File: config.mk
export PLATFORM = sky130hd
export DESIGN_NAME = conv_sequencer_param_flat
export DESIGN_NICKNAME = d
export VERILOG_FILES = /design/src/rtl/conv_sequencer_param_if.sv /design/src/rtl/conv_sequencer_param.sv /design/src/flat_wrapper.sv
export SDC_FILE = /design/constraint.sdc
export NUM_CORES = 1
export LEC_CHECK = 0
export CAP_MARGIN = 10
export CORE_UTILIZATION = 50
export CTS_BUF_LIST = sky130_fd_sc_hd__clkbuf_8
export DETAILED_ROUTE_END_ITERATION = 7
export HOLD_SLACK_MARGIN = 0.03
export PLACE_DENSITY = 0.84
export SETUP_SLACK_MARGIN = 0.1
export SLEW_MARGIN = 10
export SYNTH_ARGS = -nofsm -noshare
export SYNTH_HDL_FRONTEND = slang
export SYNTH_SLANG_ARGS = --single-unit
File: constraint.sdc
create_clock -name clk -period 8.8 [get_ports clk]
set_input_delay 1.76 -clock clk [delete_from_list [all_inputs] [get_ports clk]]
set_output_delay 1.76 -clock clk [all_outputs]
set_load 0.005 [all_outputs]
File: src/rtl/conv_sequencer_param_if.sv
// Bundle of the AXI control words, the MAC-array strobes and the FIFO/BRAM status
// lines exchanged between the register file, the sequencer and the MAC array.
interface conv_sequencer_param_if #(
    parameter int MAC_NUM              = 256,
    parameter int CH_WIDTH             = 12,
    parameter int C_S_AXIS_TDATA_WIDTH = 32
);
    logic [C_S_AXIS_TDATA_WIDTH-1:0] axi_control_0;
    logic [C_S_AXIS_TDATA_WIDTH-1:0] axi_control_1;
    logic [C_S_AXIS_TDATA_WIDTH-1:0] axi_control_2;
    logic [C_S_AXIS_TDATA_WIDTH-1:0] axi_control_3;
    logic                            weight_from_bram_valid;
    logic                            ifmaps_fifo_empty;
    logic [1:0]                      operation;
    logic [4:0]                      kernel_size;
    logic [CH_WIDTH-1:0]             input_channel_size;
    logic                            address_reset;
    logic                            bram_row_inc;
    logic                            load_weight_preload;
    logic                            load_weight;
    logic                            load_ifmaps;
    logic [MAC_NUM-1:0]              MAC_enable;

    // Register file / array side: issues control words, reports FIFO and BRAM status
    modport master (
        output axi_control_0, axi_control_1, axi_control_2,
        output weight_from_bram_valid, ifmaps_fifo_empty,
        input  axi_control_3, operation, kernel_size, input_channel_size,
        input  address_reset, bram_row_inc, load_weight_preload, load_weight,
        input  load_ifmaps, MAC_enable
    );

    // Sequencer side
    modport slave (
        input  axi_control_0, axi_control_1, axi_control_2,
        input  weight_from_bram_valid, ifmaps_fifo_empty,
        output axi_control_3, operation, kernel_size, input_channel_size,
        output address_reset, bram_row_inc, load_weight_preload, load_weight,
        output load_ifmaps, MAC_enable
    );
endinterface

File: src/rtl/conv_sequencer_param.sv
// Convolution sequencer for the MAC array. A rising COMPUTE opcode latches a job
// (kernel K, channel/filter count N, ofmap side D). The ifmap FSM loads K rows for
// the first pixel of each ofmap row and one row per horizontal step; for every pixel
// the weight FSM preloads K weight rows per filter and transfers each filter to the
// MAC array. Status (busy/done/cfg_err/pixel count) is returned on axi_control_3.
module conv_sequencer_param #(
    parameter int MAC_NUM              = 256,
    parameter int KMAX                 = 5,
    parameter int CH_WIDTH             = 12,
    parameter int DIM_WIDTH            = 9,
    parameter int C_S_AXIS_TDATA_WIDTH = 32,
    parameter int INST_COMPUTE         = 87
) (
    input  logic                 clk,
    input  logic                 rst_n,
    conv_sequencer_param_if.slave bus
);

    // Ifmap / raster FSM encodings
    localparam logic [2:0] S_IDLE    = 3'd0;
    localparam logic [2:0] S_FILL    = 3'd1;
    localparam logic [2:0] S_COMPUTE = 3'd2;
    localparam logic [2:0] S_STEP    = 3'd3;
    localparam logic [2:0] S_FINISH  = 3'd4;

    // Weight preload FSM encodings
    localparam logic [1:0] W_IDLE     = 2'd0;
    localparam logic [1:0] W_RST_ADDR = 2'd1;
    localparam logic [1:0] W_PRE      = 2'd2;
    localparam logic [1:0] W_LOAD     = 2'd3;

    localparam logic [7:0] OPCODE_COMPUTE = 8'(INST_COMPUTE);

    // Decoded control-word fields
    logic [7:0]           opcode_in;
    logic [CH_WIDTH-1:0]  channel_in;
    logic [1:0]           operation_in;
    logic [DIM_WIDTH-1:0] dim_in;
    logic [4:0]           kernel_in;

    assign opcode_in    = bus.axi_control_0[7:0];
    assign channel_in   = bus.axi_control_0[8 +: CH_WIDTH];
    assign operation_in = bus.axi_control_1[1:0];
    assign dim_in       = bus.axi_control_1[2 +: DIM_WIDTH];
    assign kernel_in    = bus.axi_control_2[4:0];

    // Upper control-word bits carry nothing for this block
    logic unused_ctrl_bits;
    assign unused_ctrl_bits = ^{bus.axi_control_0[C_S_AXIS_TDATA_WIDTH-1:8+CH_WIDTH],
                                bus.axi_control_1[C_S_AXIS_TDATA_WIDTH-1:2+DIM_WIDTH],
                                bus.axi_control_2[C_S_AXIS_TDATA_WIDTH-1:5]};

    // State
    logic [2:0]           ifmap_state_q, ifmap_state_d;
    logic [4:0]           row_q, row_d;
    logic [DIM_WIDTH-1:0] x_q, x_d;
    logic [DIM_WIDTH-1:0] y_q, y_d;
    logic [1:0]           weight_state_q, weight_state_d;
    logic [4:0]           wrow_q, wrow_d;
    logic [CH_WIDTH-1:0]  filter_q, filter_d;
    logic [1:0]           operation_q, operation_d;
    logic [4:0]           kernel_q, kernel_d;
    logic [CH_WIDTH-1:0]  channel_q, channel_d;
    logic [DIM_WIDTH-1:0] dim_q, dim_d;
    logic                 busy_q, busy_d;
    logic                 done_q, done_d;
    logic                 cfg_err_q, cfg_err_d;
    logic [15:0]          pixel_q, pixel_d;
    logic                 opcode_prev_q, opcode_prev_d;
    logic [MAC_NUM-1:0]   mac_enable_q, mac_enable_d;

    // Combinational strobes
    logic opcode_hit;
    logic start_edge;
    logic cfg_bad;
    logic filters_done;
    logic weight_start;
    logic load_ifmaps_c;
    logic address_reset_c;
    logic bram_row_inc_c;
    logic preload_c;
    logic load_weight_c;

    // Start is the first cycle the COMPUTE opcode appears; holding it does nothing more
    assign opcode_hit    = (opcode_in == OPCODE_COMPUTE);
    assign opcode_prev_d = opcode_hit;
    assign start_edge    = opcode_hit && !opcode_prev_q;

    // A job is rejected when any dimension is empty or exceeds the array
    assign cfg_bad = (kernel_in == 5'd0) || (int'(kernel_in) > KMAX) ||
                     (channel_in == '0) || (int'(channel_in) > MAC_NUM) ||
                     (dim_in == '0);

    // Last filter of the current pixel is being transferred
    assign filters_done = (weight_state_q == W_LOAD) && (filter_q == channel_q - 1'b1);

    // Ifmap / raster sequencing, job latch and status bookkeeping
    always_comb begin
        ifmap_state_d = ifmap_state_q;
        row_d         = row_q;
        x_d           = x_q;
        y_d           = y_q;
        operation_d   = operation_q;
        kernel_d      = kernel_q;
        channel_d     = channel_q;
        dim_d         = dim_q;
        busy_d        = busy_q;
        done_d        = done_q;
        cfg_err_d     = cfg_err_q;
        pixel_d       = pixel_q;
        load_ifmaps_c = 1'b0;
        weight_start  = 1'b0;

        case (ifmap_state_q)
            S_IDLE: begin
                if (start_edge) begin
                    done_d = 1'b0;
                    if (cfg_bad) begin
                        // Rejected jobs leave the previous configuration in place
                        cfg_err_d = 1'b1;
                    end else begin
                        cfg_err_d     = 1'b0;
                        busy_d        = 1'b1;
                        operation_d   = operation_in;
                        kernel_d      = kernel_in;
                        channel_d     = channel_in;
                        dim_d         = dim_in;
                        pixel_d       = '0;
                        row_d         = '0;
                        x_d           = '0;
                        y_d           = '0;
                        ifmap_state_d = S_FILL;
                    end
                end
            end

            S_FILL: begin
                if (!bus.ifmaps_fifo_empty) begin
                    load_ifmaps_c = 1'b1;
                    if (row_q == kernel_q - 1'b1) begin
                        row_d         = '0;
                        weight_start  = 1'b1;
                        ifmap_state_d = S_COMPUTE;
                    end else begin
                        row_d = row_q + 1'b1;
                    end
                end
            end

            S_STEP: begin
                if (!bus.ifmaps_fifo_empty) begin
                    load_ifmaps_c = 1'b1;
                    weight_start  = 1'b1;
                    ifmap_state_d = S_COMPUTE;
                end
            end

            S_COMPUTE: begin
                if (filters_done) begin
                    if (pixel_q != 16'hFFFF) begin
                        pixel_d = pixel_q + 16'd1;
                    end
                    if (x_q == dim_q - 1'b1) begin
                        x_d = '0;
                        if (y_q == dim_q - 1'b1) begin
                            ifmap_state_d = S_FINISH;
                        end else begin
                            y_d           = y_q + 1'b1;
                            row_d         = '0;
                            ifmap_state_d = S_FILL;
                        end
                    end else begin
                        x_d           = x_q + 1'b1;
                        ifmap_state_d = S_STEP;
                    end
                end
            end

            S_FINISH: begin
                busy_d        = 1'b0;
                done_d        = 1'b1;
                ifmap_state_d = S_IDLE;
            end

            default: begin
                busy_d        = 1'b0;
                ifmap_state_d = S_IDLE;
            end
        endcase
    end

    // Per-pixel weight walk: address reset, K preload rows per filter, N filter transfers
    always_comb begin
        weight_state_d  = weight_state_q;
        wrow_d          = wrow_q;
        filter_d        = filter_q;
        address_reset_c = 1'b0;
        bram_row_inc_c  = 1'b0;
        preload_c       = 1'b0;
        load_weight_c   = 1'b0;

        case (weight_state_q)
            W_IDLE: begin
                if (weight_start) begin
                    filter_d       = '0;
                    weight_state_d = W_RST_ADDR;
                end
            end

            W_RST_ADDR: begin
                address_reset_c = 1'b1;
                wrow_d          = '0;
                weight_state_d  = W_PRE;
            end

            W_PRE: begin
                // An invalid BRAM row is a stall: no capture, no address advance
                preload_c = bus.weight_from_bram_valid;
                if (bus.weight_from_bram_valid) begin
                    if (wrow_q == kernel_q - 1'b1) begin
                        wrow_d         = '0;
                        weight_state_d = W_LOAD;
                    end else begin
                        bram_row_inc_c = 1'b1;
                        wrow_d         = wrow_q + 1'b1;
                    end
                end
            end

            W_LOAD: begin
                load_weight_c = 1'b1;
                if (filter_q == channel_q - 1'b1) begin
                    filter_d       = '0;
                    weight_state_d = W_IDLE;
                end else begin
                    filter_d       = filter_q + 1'b1;
                    wrow_d         = '0;
                    weight_state_d = W_PRE;
                end
            end

            default: begin
                weight_state_d = W_IDLE;
            end
        endcase
    end

    // MAC lane enables follow the next-cycle busy flag so they line up with status busy
    for (genvar gi = 0; gi < MAC_NUM; gi++) begin : g_mac_en
        assign mac_enable_d[gi] = busy_d && (gi < int'(channel_d));
    end

    // State register update with synchronous active-low reset
    always_ff @(posedge clk) begin
        if (!rst_n) begin
            ifmap_state_q  <= S_IDLE;
            row_q          <= '0;
            x_q            <= '0;
            y_q            <= '0;
            weight_state_q <= W_IDLE;
            wrow_q         <= '0;
            filter_q       <= '0;
            operation_q    <= '0;
            kernel_q       <= '0;
            channel_q      <= '0;
            dim_q          <= '0;
            busy_q         <= 1'b0;
            done_q         <= 1'b0;
            cfg_err_q      <= 1'b0;
            pixel_q        <= '0;
            opcode_prev_q  <= 1'b0;
            mac_enable_q   <= '0;
        end else begin
            ifmap_state_q  <= ifmap_state_d;
            row_q          <= row_d;
            x_q            <= x_d;
            y_q            <= y_d;
            weight_state_q <= weight_state_d;
            wrow_q         <= wrow_d;
            filter_q       <= filter_d;
            operation_q    <= operation_d;
            kernel_q       <= kernel_d;
            channel_q      <= channel_d;
            dim_q          <= dim_d;
            busy_q         <= busy_d;
            done_q         <= done_d;
            cfg_err_q      <= cfg_err_d;
            pixel_q        <= pixel_d;
            opcode_prev_q  <= opcode_prev_d;
            mac_enable_q   <= mac_enable_d;
        end
    end

    // Status word and outputs
    logic [31:0] status_word;
    assign status_word = {pixel_q, 13'd0, cfg_err_q, done_q, busy_q};

    assign bus.axi_control_3       = C_S_AXIS_TDATA_WIDTH'(status_word);
    assign bus.operation           = operation_q;
    assign bus.kernel_size         = kernel_q;
    assign bus.input_channel_size  = channel_q;
    assign bus.address_reset       = address_reset_c;
    assign bus.bram_row_inc        = bram_row_inc_c;
    assign bus.load_weight_preload = preload_c;
    assign bus.load_weight         = load_weight_c;
    assign bus.load_ifmaps         = load_ifmaps_c;
    assign bus.MAC_enable          = mac_enable_q;

endmodule

File: src/flat_wrapper.sv
// flat-port wrapper written by rule: the top's interface ports become plain ports
module conv_sequencer_param_flat 
#(
    parameter int MAC_NUM              = 256,
    parameter int KMAX                 = 5,
    parameter int CH_WIDTH             = 12,
    parameter int DIM_WIDTH            = 9,
    parameter int C_S_AXIS_TDATA_WIDTH = 32,
    parameter int INST_COMPUTE         = 87
)
  (clk, rst_n, bus_axi_control_0, bus_axi_control_1, bus_axi_control_2, bus_weight_from_bram_valid, bus_ifmaps_fifo_empty, bus_axi_control_3, bus_operation, bus_kernel_size, bus_input_channel_size, bus_address_reset, bus_bram_row_inc, bus_load_weight_preload, bus_load_weight, bus_load_ifmaps, bus_MAC_enable);
  conv_sequencer_param_if #(.MAC_NUM(MAC_NUM), .CH_WIDTH(CH_WIDTH), .C_S_AXIS_TDATA_WIDTH(C_S_AXIS_TDATA_WIDTH)) bus_i ();
  input  logic clk;
  input  logic rst_n;
  input wire logic [$bits(bus_i.axi_control_0)-1:0] bus_axi_control_0;
  input wire logic [$bits(bus_i.axi_control_1)-1:0] bus_axi_control_1;
  input wire logic [$bits(bus_i.axi_control_2)-1:0] bus_axi_control_2;
  input wire logic [$bits(bus_i.weight_from_bram_valid)-1:0] bus_weight_from_bram_valid;
  input wire logic [$bits(bus_i.ifmaps_fifo_empty)-1:0] bus_ifmaps_fifo_empty;
  output wire logic [$bits(bus_i.axi_control_3)-1:0] bus_axi_control_3;
  output wire logic [$bits(bus_i.operation)-1:0] bus_operation;
  output wire logic [$bits(bus_i.kernel_size)-1:0] bus_kernel_size;
  output wire logic [$bits(bus_i.input_channel_size)-1:0] bus_input_channel_size;
  output wire logic [$bits(bus_i.address_reset)-1:0] bus_address_reset;
  output wire logic [$bits(bus_i.bram_row_inc)-1:0] bus_bram_row_inc;
  output wire logic [$bits(bus_i.load_weight_preload)-1:0] bus_load_weight_preload;
  output wire logic [$bits(bus_i.load_weight)-1:0] bus_load_weight;
  output wire logic [$bits(bus_i.load_ifmaps)-1:0] bus_load_ifmaps;
  output wire logic [$bits(bus_i.MAC_enable)-1:0] bus_MAC_enable;
  assign bus_i.axi_control_0 = bus_axi_control_0;
  assign bus_i.axi_control_1 = bus_axi_control_1;
  assign bus_i.axi_control_2 = bus_axi_control_2;
  assign bus_i.weight_from_bram_valid = bus_weight_from_bram_valid;
  assign bus_i.ifmaps_fifo_empty = bus_ifmaps_fifo_empty;
  assign bus_axi_control_3 = bus_i.axi_control_3;
  assign bus_operation = bus_i.operation;
  assign bus_kernel_size = bus_i.kernel_size;
  assign bus_input_channel_size = bus_i.input_channel_size;
  assign bus_address_reset = bus_i.address_reset;
  assign bus_bram_row_inc = bus_i.bram_row_inc;
  assign bus_load_weight_preload = bus_i.load_weight_preload;
  assign bus_load_weight = bus_i.load_weight;
  assign bus_load_ifmaps = bus_i.load_ifmaps;
  assign bus_MAC_enable = bus_i.MAC_enable;
  conv_sequencer_param #(.MAC_NUM(MAC_NUM), .KMAX(KMAX), .CH_WIDTH(CH_WIDTH), .DIM_WIDTH(DIM_WIDTH), .C_S_AXIS_TDATA_WIDTH(C_S_AXIS_TDATA_WIDTH), .INST_COMPUTE(INST_COMPUTE)) u_core (.clk(clk), .rst_n(rst_n), .bus(bus_i));
endmodule
# [Word level (Yosys, flattened, before mapping)]
# Index checks and enable logic that the tools add are counted.
[op_classes] reduce_logical=286 bitwise_logic=1 n_addsub=9 mux=63 eq_ne=27 n_lt_le_gt_ge=258
[ops] operator="< comparator 8 x 12 -> 1 bit (first input constant)" n=128
[ops] operator="< comparator 7 x 12 -> 1 bit (first input constant)" n=64
[ops] operator="< comparator 6 x 12 -> 1 bit (first input constant)" n=32
[ops] operator="logical AND 1 bit" n=258
[ops] operator="< comparator 5 x 12 -> 1 bit (first input constant)" n=16
[ops] operator="< comparator 4 x 12 -> 1 bit (first input constant)" n=8
[ops] operator="2-to-1 mux 16 bit" n=4
[ops] operator="2-to-1 mux 9 bit" n=7
[ops] operator="2-to-1 mux 12 bit" n=5
[ops] operator="2-to-1 mux 5 bit" n=10
[ops] operator="< comparator 3 x 12 -> 1 bit (first input constant)" n=4
[ops] operator="one-hot mux 9 bit (2 select lines)" n=2
[ops] operator="one-hot mux 16 bit (2 select lines)" n=1
[ops] operator="one-hot mux 5 bit (3 select lines)" n=2
[ops] operator="< comparator 1 x 12 -> 1 bit (first input constant)" n=2
[ops] operator="< comparator 2 x 12 -> 1 bit (first input constant)" n=2
[ops] operator="2-to-1 mux 3 bit" n=8
[ops] operator="one-hot mux 12 bit (2 select lines)" n=1
[ops] operator="adder 9 x 1 -> 9 bit (second input constant)" n=2
[ops] operator="== test 9 bit" n=2
[ops] operator="adder 16 x 1 -> 16 bit (second input constant)" n=1
[ops] operator="inequality test 16 bit (second input constant)" n=1
[ops] operator="2-to-1 mux 1 bit" n=14
[ops] operator="inequality test 2 x 1 -> 1 bit (second input constant)" n=7
[ops] operator="other kinds (38)" n=63
[word_totals] input_bits=100 ff_bits=349 out_inout_bits=312 word_cells=661

# [Longest topological paths before layout]
[logic_depth] ltp_word=10 mapped_depth=13 mapped_depth_nobuf=11

# [Worst setup path before layout]
# No wires, ideal clock.
[synth_timing] path_kind="input-to-reg" startpoint="input bus_axi_control_0[14]" endpoint="register u_core.mac_enable_q[117] (netlist: u_core.bus.MAC_enable[117])" stages=12 required_ns=8.668 slack_ns=4.468 setup_ns=0.132 n_path_buf=4 arrival_ns=4.199 path_cell_list="buf_2 > nor4_2 > nand3_1 > a2111o_1 > or3_1 > buf_6 > buf_6 > nand2_1 > nand2_2 > a311oi_4 > buf_4 > a21oi_1"
[synth_between] elab_chain_cells=9 elab_cells_between_ends=13 classes_between="order compare (2); mux (6); reduce/logical (5)"
[synth_rtl] item="from (decl)" line="flat_wrapper.sv:15" source="input wire logic [$bits(bus_i.axi_control_0)-1:0] bus_axi_control_0;"
[synth_rtl] item="branches (longest 8 deep; another with greater-than comparator 12 x 9 -> 1 bit)"
[synth_rtl] item="logical AND 1 bit (*)" line="conv_sequencer_param.sv:250" source="assign mac_enable_d[gi] = busy_d && (gi < int'(channel_d));"
[synth_rtl] item="to (signal assigned)" line="conv_sequencer_param.sv:290" source="mac_enable_q <= mac_enable_d;"
[synth_rtl] item="to (decl)" line="conv_sequencer_param.sv:70" source="logic [MAC_NUM-1:0] mac_enable_q, mac_enable_d;"
# Every way passes the cells marked *.
# A chain may end at the register's enable or synchronous reset.

# [Worst setup path after layout]
[layout_timing] startpoint="input bus_axi_control_1[8]" endpoint="register u_core.mac_enable_q[168] (netlist: u_core.bus.MAC_enable[168])"
[layout_between] elab_chain_cells=7 elab_cells_between_ends=10 classes_between="order compare (1); mux (6); reduce/logical (3)"
[layout_rtl] item="from (decl)" line="flat_wrapper.sv:16" source="input wire logic [$bits(bus_i.axi_control_1)-1:0] bus_axi_control_1;"
[layout_rtl] item="logical NOT 9 bit (*)" line="conv_sequencer_param.sv:92" source="(dim_in == '0);"
[layout_rtl] item="logical OR 1 bit (*)" line="conv_sequencer_param.sv:91" source="(channel_in == '0) || (int'(channel_in) > MAC_NUM) ||"
[layout_rtl] item="2-to-1 mux 12 bit" line="conv_sequencer_param.sv:118" source="if (cfg_bad) begin"
[layout_rtl] item="2-to-1 mux 12 bit" line="conv_sequencer_param.sv:116" source="if (start_edge) begin"
[layout_rtl] item="2-to-1 mux 12 bit" line="conv_sequencer_param.sv:114" source="case (ifmap_state_q)"
[layout_rtl] item="< comparator 8 x 12 -> 1 bit" line="conv_sequencer_param.sv:250"
[layout_rtl] item="logical AND 1 bit (*)" line="conv_sequencer_param.sv:250"
# Mark *: on every way between the ends. The rest lies on a longest branch, timed or not.

==> metrics.txt <==
post_cts resized 0; Final Core Density 69.4%; first-pass GRT wire length 64100 um; met3 routed WL 3670 um; min-delay worst type reg2reg; Final Hold Fails 0; TritonCTS buffer count 53; die footprint 26900 um2; Clk network pwr share 46.7%; IO Count 412; synthesized instance count 1394; Synth Cell Area 13100 um2; sequential share of power 52.0%; crit path kind in2reg; Synth async-reset ratio 0%; die width 164 um; syn_area_per_cell 9.42 um2; Tot GR Track Use 30.9%; Critical Path End Type register; total negative slack 0 ns; vias in the first global route 11300; Max stage delay on crit path 0.98 ns; post-route met1 wirelength 15800 um; via count 12000; Antenna Nets Post-Route 0; area fraction of the dominant cell type after synthesis 53.2%; outcome complete, no violations; Via-to-Cell Ratio 5.79; Least-Margin Pin Slew 1.25 ns; Placer Congestion 0.885; Multi-input gate area 5440 um2; number of flops mapped to enable cells by yosys 0; Post-CTS Hold Buffers 0; Logic pwr share 1.3%; clk_lat worst skew 0.60 ns; Die H 164 um; post-synthesis cell type count 88; Filler Cell Count 1860; GR Overflow Total 0; RSZ-0062 raised after global routing false; count leader, synth dfxtp_1; share of cells above drive strength 1 8.98%; Critical Path Slowest Stage Cell a21boi_1; NetSw 0.660 mW; Clock Skew 0.0233 ns; Buffers on Ports 338; area delta synth->final 34.7%; drt pass-1 iters 6; Synth Flop Type dfxtp_1; Internal 2.38 mW; row cnt 58; Root Buffer clkbuf_8; Layout Nets 1807; drt wl/cell 20.6 um; cell chain of the critical path clkdlybuf4s50_1 > or4_1 > nor4_1 > a2111o_1 > or3_1 > nand3_1 > nand3_2 > a21boi_1 > a21oi_1; Peak VDD IR 0.132 mV; Final Max Tran Viols 0; Setup crit start kind input port; Seq/Total Area, Yosys 53.2%; Leak 6.87 nW; Initial DRC Count 1236; clk slew on worst S/H paths 0.06 ns; Final setup viols 0; highest metal used met5; cells on worst reg2reg path 8; met2 WL 21400 um; Yosys reg bits 349; register area 6990 um2; CP required 9.22 ns; Post-synth top cells 349 x dfxtp_1, 318 x a21oi_1, 88 x nand2_1, 47 x buf_2, 46 x nor2_1; clock sinks 349; core area 25500 um2; # Post-CTS Setup Buffers 0; Worst slew margin 16.4%; largest net degree at the start of global routing 46; Sw Share 21.7%; TritonCTS clock tree yes; crit path DAT 6.10 ns; synth top area cells dfxtp_1 53%, a21oi_1 12%, nand2_1 2.5%; H-tree levels 2; initial antenna violation count 3; Yosys top cell by area dfxtp_1; worst-path fanout max 19; fin crit share 64.6%; Routed WL 42600 um; Pwr Density 172 nW/um2; drt drc 0; f_max 176 MHz; warnings from Yosys 0; deepest clock path buffer count 3; max cap viols 0; Detailed Place HPWL 28600 um; WHS Path Cells 2; Final Critical Period 5.68 ns; initial core utilization 51.5%
## area by class of cell
cell class                      count  share of cell area [%]
Tap cell                          330                    2.34
Clock inverter                     30                    1.42
Multi-Input combinational cell    889                    30.7
Timing Repair Buffer              358                    20.0
Inverter                           47                   0.998
Clock buffer                       64                    4.98
Antenna cell                        2                  0.0283
Sequential cell                   349                    39.5
## metrics by stage
stage | area (um2) | power (mW) | hold WS, ns | std cells | worst slack, ns
global route | 17700 | 3.12 | 0.464 | 2067 | 2.93
detailed placement | 16500 | 1.65 | 0.446 | 1973 | 2.58
CTS | 17700 | 3.04 | 0.451 | 2067 | 3.18
floorplan | 13200 | 1.63 | 0.426 | 1406 | 4.47
global placement | 16500 | 1.65 | 0.436 | 1973 | 2.74
finish | 17700 | 3.04 | 0.452 | 2069 | 3.12
## sequential cells by signal, indices dropped and copies added, names as in the netlist, 9 cells and up
name                           cells
u_core.x_q                         9
u_core.y_q                         9
u_core.filter_q                   12
u_core.dim_q                       9
u_core.bus.MAC_enable            256
u_core.bus.input_channel_size     12
u_core.pixel_q                    16
## cells by family (layout without fill, tap and decap cells)
family | after synthesis | in the layout | synth area share, %
buf+inv | 168 | 499 | 6.15
simple gates | 362 | 362 | 15.5
mux | 7 | 7 | 0.543
fa+ha+maj | 9 | 9 | 0.858
compound gates | 450 | 450 | 20.2
other cells | 1 | 15 | 0.0286
flops | 349 | 349 | 53.2
xor+xnor | 48 | 48 | 3.52
## critical path: cells and delay by family
kind / cells / cell delay [ns]
buffers and inverters: 1 / 0.42
and+or+nand+nor: 5 / 2.51
AOI/OAI and AO/OA: 3 / 1.40
## path summary, 6_finish.rpt
kind	from	endpoint	slack, ns
setup / recovery	bus_axi_control_1[8]	u_core.bus.MAC_enable[168]	3.12
hold / removal	u_core.bus.operation[0]	u_core.bus.operation[0]	0.45
setup reg to reg	u_core.ifmap_state_q[1]	u_core.bus.MAC_enable[114]	4.86
hold reg to reg	u_core.bus.operation[0]	u_core.bus.operation[0]	0.45
## placed cells by master, fill, tap and decap left out, types with 8 or more instances in the layout
cell and n:
dfxtp_1 349, clkdlybuf4s50_1 338, a21oi_1 318, nand2_1 88, clkbuf_8 64, inv_1 62
nor2_1 45, xnor2_1 32, o21ai_0 26, nor3_1 25, nand3_1 25, or3_1 24
buf_4 20, or4_1 17, and3_1 16, and2_1 15, o31ai_1 15, nand4_1 14
a31oi_1 14, xor2_1 13, nand2b_1 13, conb_1 13, nor4_1 11, or2_2 9
ha_1 9, nor2b_1 8
## power by group through the flow
stage / clock network [mW] / registers, mW / logic [mW]
CTS: 1.43 / 1.58 / 0.0385
global route: 1.50 / 1.58 / 0.0414
finish: 1.42 / 1.58 / 0.0389
detailed placement: 0 / 1.61 / 0.0384
global placement: 0 / 1.61 / 0.0378
floorplan: 0 / 1.61 / 0.0168
## routing by layer
metal | up-vias | track usage, %
li1 | 5506 | -
met3 | 127 | 7.02
met5 | - | 0
met1 | 5707 | 35.7
met4 | 2 | 13.2
met2 | 639 | 54.6
Power figures use the tool's default switching activity.
